File: src/rtl/can_frame_assembler.sv
// Collects UART bytes into a CAN frame (12-bit ID, DLC, up to 8 data bytes) and hands it
// to the CAN transmitter, double-buffered so the next frame assembles while the current one is sent.
module can_frame_assembler #(
    parameter int GAP_CYCLES   = 16,
    parameter int BYTE_TIMEOUT = 50000
) (
    input  logic        clock,
    input  logic        reset,
    input  logic [7:0]  rx_data,
    input  logic        rx_valid,
    input  logic        statev,
    output logic [11:0] Can_ID_Bus,
    output logic [63:0] can_tx_data_bus,
    output logic        Frame_ready,
    output logic        Load_frame_datareg,
    output logic        T_frame,
    output logic        asm_busy,
    output logic        frame_err
);

    localparam logic [1:0] A_ID_HI = 2'd0;
    localparam logic [1:0] A_ID_LO = 2'd1;
    localparam logic [1:0] A_DLC   = 2'd2;
    localparam logic [1:0] A_DATA  = 2'd3;

    localparam logic [1:0] T_IDLE  = 2'd0;
    localparam logic [1:0] T_OFFER = 2'd1;
    localparam logic [1:0] T_GAP   = 2'd2;
    localparam logic [1:0] T_RUN   = 2'd3;

    localparam int TW = $clog2(BYTE_TIMEOUT + 1);
    localparam int GW = $clog2(GAP_CYCLES + 1);
    localparam logic [TW-1:0] TMO_LAST = TW'(BYTE_TIMEOUT - 1);
    localparam logic [GW-1:0] GAP_LAST = GW'(GAP_CYCLES - 1);

    logic          statev_q_r;
    logic          tog_s;
    logic          xfer_s;
    logic [1:0]    a_state_r;
    logic [11:0]   asm_id_r;
    logic [63:0]   asm_data_r;
    logic [3:0]    dlc_r;
    logic [3:0]    cnt_r;
    logic          asm_full_r;
    logic [TW-1:0] tmo_r;
    logic [1:0]    t_state_r;
    logic [GW-1:0] gap_r;
    logic [1:0]    run_cnt_r;

    assign tog_s  = statev ^ statev_q_r;
    assign xfer_s = asm_full_r && (t_state_r == T_IDLE);

    // Assembly FSM, inter-byte timeout, assembly buffer and error pulse
    always_ff @(posedge clock) begin
        if (!reset) begin
            a_state_r  <= A_ID_HI;
            asm_busy   <= 1'b0;
            asm_id_r   <= 12'h000;
            asm_data_r <= 64'h0;
            dlc_r      <= 4'd0;
            cnt_r      <= 4'd0;
            asm_full_r <= 1'b0;
            tmo_r      <= {TW{1'b0}};
            frame_err  <= 1'b0;
        end else begin
            frame_err <= 1'b0;
            // A completing frame below overrides this clear (last assignment wins)
            if (xfer_s) begin
                asm_full_r <= 1'b0;
            end else begin
                asm_full_r <= asm_full_r;
            end
            if (rx_valid) begin
                tmo_r <= {TW{1'b0}};
                case (a_state_r)
                    A_ID_HI: begin
                        if (asm_full_r) begin
                            frame_err <= 1'b1;
                        end else begin
                            asm_id_r[11:8] <= rx_data[3:0];
                            a_state_r      <= A_ID_LO;
                            asm_busy       <= 1'b1;
                        end
                    end
                    A_ID_LO: begin
                        asm_id_r[7:0] <= rx_data;
                        a_state_r     <= A_DLC;
                    end
                    A_DLC: begin
                        if (rx_data > 8'd8) begin
                            frame_err <= 1'b1;
                            a_state_r <= A_ID_HI;
                            asm_busy  <= 1'b0;
                        end else begin
                            asm_data_r <= 64'h0;
                            cnt_r      <= 4'd0;
                            dlc_r      <= rx_data[3:0];
                            if (rx_data == 8'd0) begin
                                asm_full_r <= 1'b1;
                                a_state_r  <= A_ID_HI;
                                asm_busy   <= 1'b0;
                            end else begin
                                a_state_r <= A_DATA;
                            end
                        end
                    end
                    A_DATA: begin
                        asm_data_r[{cnt_r[2:0], 3'b000} +: 8] <= rx_data;
                        cnt_r <= cnt_r + 4'd1;
                        if ((cnt_r + 4'd1) == dlc_r) begin
                            asm_full_r <= 1'b1;
                            a_state_r  <= A_ID_HI;
                            asm_busy   <= 1'b0;
                        end else begin
                            a_state_r <= A_DATA;
                        end
                    end
                    default: begin
                        a_state_r <= A_ID_HI;
                        asm_busy  <= 1'b0;
                    end
                endcase
            end else if (a_state_r != A_ID_HI) begin
                if (tmo_r == TMO_LAST) begin
                    frame_err <= 1'b1;
                    a_state_r <= A_ID_HI;
                    asm_busy  <= 1'b0;
                    tmo_r     <= {TW{1'b0}};
                end else begin
                    tmo_r <= tmo_r + 1'b1;
                end
            end else begin
                tmo_r <= {TW{1'b0}};
            end
        end
    end

    // Output FSM: offer frame, wait for load-accept toggle, interframe gap, track transmission
    always_ff @(posedge clock) begin
        if (!reset) begin
            statev_q_r         <= statev;
            t_state_r          <= T_IDLE;
            gap_r              <= {GW{1'b0}};
            run_cnt_r          <= 2'd0;
            Can_ID_Bus         <= 12'h000;
            can_tx_data_bus    <= 64'h0;
            Frame_ready        <= 1'b0;
            Load_frame_datareg <= 1'b0;
            T_frame            <= 1'b0;
        end else begin
            statev_q_r <= statev;
            T_frame    <= 1'b0;
            case (t_state_r)
                T_IDLE: begin
                    if (xfer_s) begin
                        Can_ID_Bus         <= asm_id_r;
                        can_tx_data_bus    <= asm_data_r;
                        Frame_ready        <= 1'b1;
                        Load_frame_datareg <= 1'b1;
                        t_state_r          <= T_OFFER;
                    end else begin
                        t_state_r <= T_IDLE;
                    end
                end
                T_OFFER: begin
                    if (tog_s) begin
                        Frame_ready        <= 1'b0;
                        Load_frame_datareg <= 1'b0;
                        gap_r              <= {GW{1'b0}};
                        t_state_r          <= T_GAP;
                    end else begin
                        t_state_r <= T_OFFER;
                    end
                end
                T_GAP: begin
                    if (gap_r == GAP_LAST) begin
                        T_frame   <= 1'b1;
                        run_cnt_r <= 2'd0;
                        t_state_r <= T_RUN;
                    end else begin
                        gap_r <= gap_r + 1'b1;
                    end
                end
                T_RUN: begin
                    // START->TRANSMIT, TRANSMIT->STOP, STOP->IDLE: third toggle ends the frame
                    if (tog_s) begin
                        if (run_cnt_r == 2'd2) begin
                            t_state_r <= T_IDLE;
                        end else begin
                            run_cnt_r <= run_cnt_r + 2'd1;
                        end
                    end else begin
                        t_state_r <= T_RUN;
                    end
                end
                default: begin
                    t_state_r <= T_IDLE;
                end
            endcase
        end
    end

endmodule
File: config.mk
export PLATFORM = sky130hd
export DESIGN_NAME = can_frame_assembler
export DESIGN_NICKNAME = d
export VERILOG_FILES = /design/src/rtl/can_frame_assembler.sv
export SDC_FILE = /design/constraint.sdc
export NUM_CORES = 1
export LEC_CHECK = 0
export ABC_AREA = 1
export ABC_CLOCK_PERIOD_IN_PS = 3000
export CAP_MARGIN = 20
export CORE_UTILIZATION = 50
export CTS_BUF_LIST = sky130_fd_sc_hd__clkbuf_2
export DETAILED_ROUTE_END_ITERATION = 12
export GPL_ROUTABILITY_DRIVEN = 0
export PLACE_DENSITY_LB_ADDON = 0.25
export SETUP_SLACK_MARGIN = 0.1
export SLEW_MARGIN = 30
export SYNTH_ARGS = -nofsm -noshare
export SYNTH_HDL_FRONTEND = slang
export SYNTH_SLANG_ARGS = --single-unit
File: constraint.sdc
create_clock -name clock -period 3 [get_ports clock]
set_input_delay 0.9 -clock clock [delete_from_list [all_inputs] [get_ports clock]]
set_output_delay 0.9 -clock clock [all_outputs]
set_load 0.005 [all_outputs]
==> flow_summary.yaml <==
clock_network:
  cts_tree: "done"
  cts_buffers: 17
  cts-root-buf: "clkbuf_2"
  clock_latency_ns: 0.83
  cts-htree-levels: 4
  postCtsSetupBuffers: 0
  hold_buffers: 0
  clk_pin_slew_ns: 0.31
  cts_resized: 0
  clock_sinks: 193
  cts_buffer_depth: 2
drt:
  num_vias: 6786
  drt-total-wl_mm: 17.9
  final_antenna_net_count: 0
  drc: 0
  first_iter_violations: 521
  routedWlPerCell_um: 13.5
  dr.pass1.iters: 5
  vias_per_cell: 5.14
yosys:
  synth.top_cell.area_share_pct: 49.7
  synthCells: 1036
  synth.largest_area_cell: "dfxtp_1"
  synth_edf_count: 0
  yosysSeqAreaShare_pct: 49.7
  netlist_area_mm2: 0.00778
  synth_area_per_cell_um2: 7.51
  synth_common_cells: "nor2_1 (211), nand2_1 (196), dfxtp_1 (193)"
  synth_area_leaders: "dfxtp_1 (50%), nor2_1 (10%), nand2_1 (9.5%)"
  async_flop_share_pct: 0
  synth_nets: 1058
  yosys_most_used_dff: "dfxtp_1"
  yosysMostFrequentCell: "nor2_1"
  yosysWarningCount: 0
  ys_ff_latch: 193
  ys_types: 34
sta:
  drv_slew: 0
  setup_viol: 0
  worst_pin_slew_ns: 0.803
  rsz0062_at_grt: "false"
  skew_ns: 0.0524
  maxSlewHeadroom_pct: 46.5
  setup_tns_ns: 0
  hold_violations: 0
  worst_hold_slack_ns: 0.376
  fin_crit_ns: 2.66
  finalCritPeriodShare_pct: 88.8
  clock.fmax_ghz: 0.375
power_and_ir_drop:
  p_clk_share_pct: 32.4
  swShare_pct: 27.6
  power_uw: 4480
  seq_power_share_pct: 59.7
  p_leak_uw: 0.00333
  p_int_uw: 3240
  ir_drop_uv: 343
  power_density_mw_per_mm2: 488
  power.switching_uw: 1230
  comb_power_share_pct: 7.9
final_layout:
  fin_nets: 1139
  final_cells: 1319
  fill_cells: 1454
  multi_input_area_mm2: 0.00345
  register_area_mm2: 0.00386
  area_growth_pct: 17.9
  drive_gt1_share_pct: 8.14
  utilization_pct: 60.3
hold_path:
  hp-class: "in2reg"
die:
  rows: 45
  die_w_um: 127
  dieArea_mm2: 0.0161
  start_util_pct: 51.2
  io_pins: 93
  coreArea_mm2: 0.0152
  die_h_um: 127
job:
  cap_violations: 0
critical_path:
  worstPathMaxFanout: 2
  crit_path_end_kind: "output pin"
  critPathKind: "reg2out"
  worst_path_max_delay_cell: "clkdlybuf4s50_1"
  cp.arrival_ns: 1.76
  crit_family: "buffers and inverters"
  crit_chain: "clkdlybuf4s50_1"
  cp.required_ns: 2.10
  cp_num_buf_inv: 1
  max_stage_delay_ns: 0.51
  critPathLaunchType: "flip-flop"
global_routing:
  grt_overflow: 0
  grt_pass1_wl_mm: 29.7
  grt_pass1_vias: 6265
  antenna_found_initial: 1
  grt.total_usage_pct: 23.2
  grt_max_degree: 103
placement:
  io_buffer_count: 92
  place_hpwl_mm: 12.5
  dp.cells: 1286
run_status:
  status: "finished, final reports clean"
flip-flops by register name, summed over array words and instances, names as in the netlist:
name                cells
Can_ID_Bus             12
can_tx_data_bus        64
gap_r                   5
asm_id_r               12
asm_busy                1
statev_q_r              1
asm_data_r             64
T_frame                 1
Load_frame_datareg      1
run_cnt_r               2
t_state_r               2
a_state_r               2
dlc_r                   4
frame_err               1
asm_full_r              1
tmo_r                  16
cnt_r                   4
cell usage in the layout, fill, tap and decap left out, types with 5 or more instances in the layout:
cell             count
a21oi_1             98
buf_4               14
clkbuf_2            17
clkdlybuf4s50_1     91
clkinv_4             6
dfxtp_1            193
ha_1                10
inv_1               63
inv_2                6
nand2_1            195
nand2_2              5
nand3_1             26
nand4_1             11
nor2_1             211
nor2_2              10
nor3_1              14
nor3_2               6
o21ai_0            101
o21ai_4              7
xor2_1               6
power groups by stage:
| stage | combinational, uW | sequential (uW) | clock, uW |
|---|---|---|---|
| 2_1_floorplan | 260 | 2700 | 0 |
| 3_3_place_gp | 345 | 2710 | 0 |
| 3_5_place_dp | 353 | 2710 | 0 |
| 4_1_cts | 355 | 2670 | 1470 |
| 5_1_grt | 407 | 2680 | 1570 |
| 6_report | 354 | 2670 | 1450 |
layout make-up:
type	count	area share, %
antenna	1	0.0273
multi-input combinational	726	37.6
timing repair buffer	108	11.6
tap	188	2.56
sequential	193	42.1
clock buffer	17	0.928
clock inverter	15	2.21
inverter	71	3.00
path summary, 6_finish.rpt:
path | start | endpoint | slack, ns | depth (start not counted)
max | Can_ID_Bus[4]$_SDFFE_PN0P_ | Can_ID_Bus[4] | 0.34 | 1
min | reset | gap_r[1]$_SDFFE_PN0P_ | 0.38 | 3
max reg2reg | cnt_r[1]$_SDFFE_PN0P_ | asm_data_r[3]$_SDFFE_PN0P_ | 0.67 | 10
min reg2reg | tmo_r[0]$_SDFF_PP0_ | tmo_r[0]$_SDFF_PP0_ | 0.47 | 1
logic make-up after synthesis:
logic type | count (synthesis) | share of synthesized area [%]
AO/OA/AOI/OAI | 224 | 16.0
XOR/XNOR | 6 | 0.675
adder cells (fa/ha/maj) | 10 | 1.61
buffers and inverters | 117 | 6.06
flip-flops | 193 | 49.7
AND/OR/NAND/NOR | 486 | 26.0
layer usage:
layer | GRT usage [%] | vias to the layer above | wire (um)
met4 | 8.33 | 0 | 408
met5 | 0 | - | 0
met1 | 29.2 | 3103 | 8230
met3 | 5.02 | 36 | 786
met2 | 39.2 | 129 | 8440
li1 | - | 3518 | -
worst min-delay path, stage by stage:
cell	delay (ns)
buf_2	0.14
o21ai_0	0.08
nor2_1	0.05
stage by stage:
step	setup WS (ns)	instance area, um^2
6_report	0.336	9170
2_1_floorplan	0.847	7780
4_1_cts	0.304	9170
3_5_place_dp	0.142	8880
5_1_grt	0.240	9170
3_3_place_gp	0.223	8880
No activity file was read; power rests on OpenSTA's default activity.
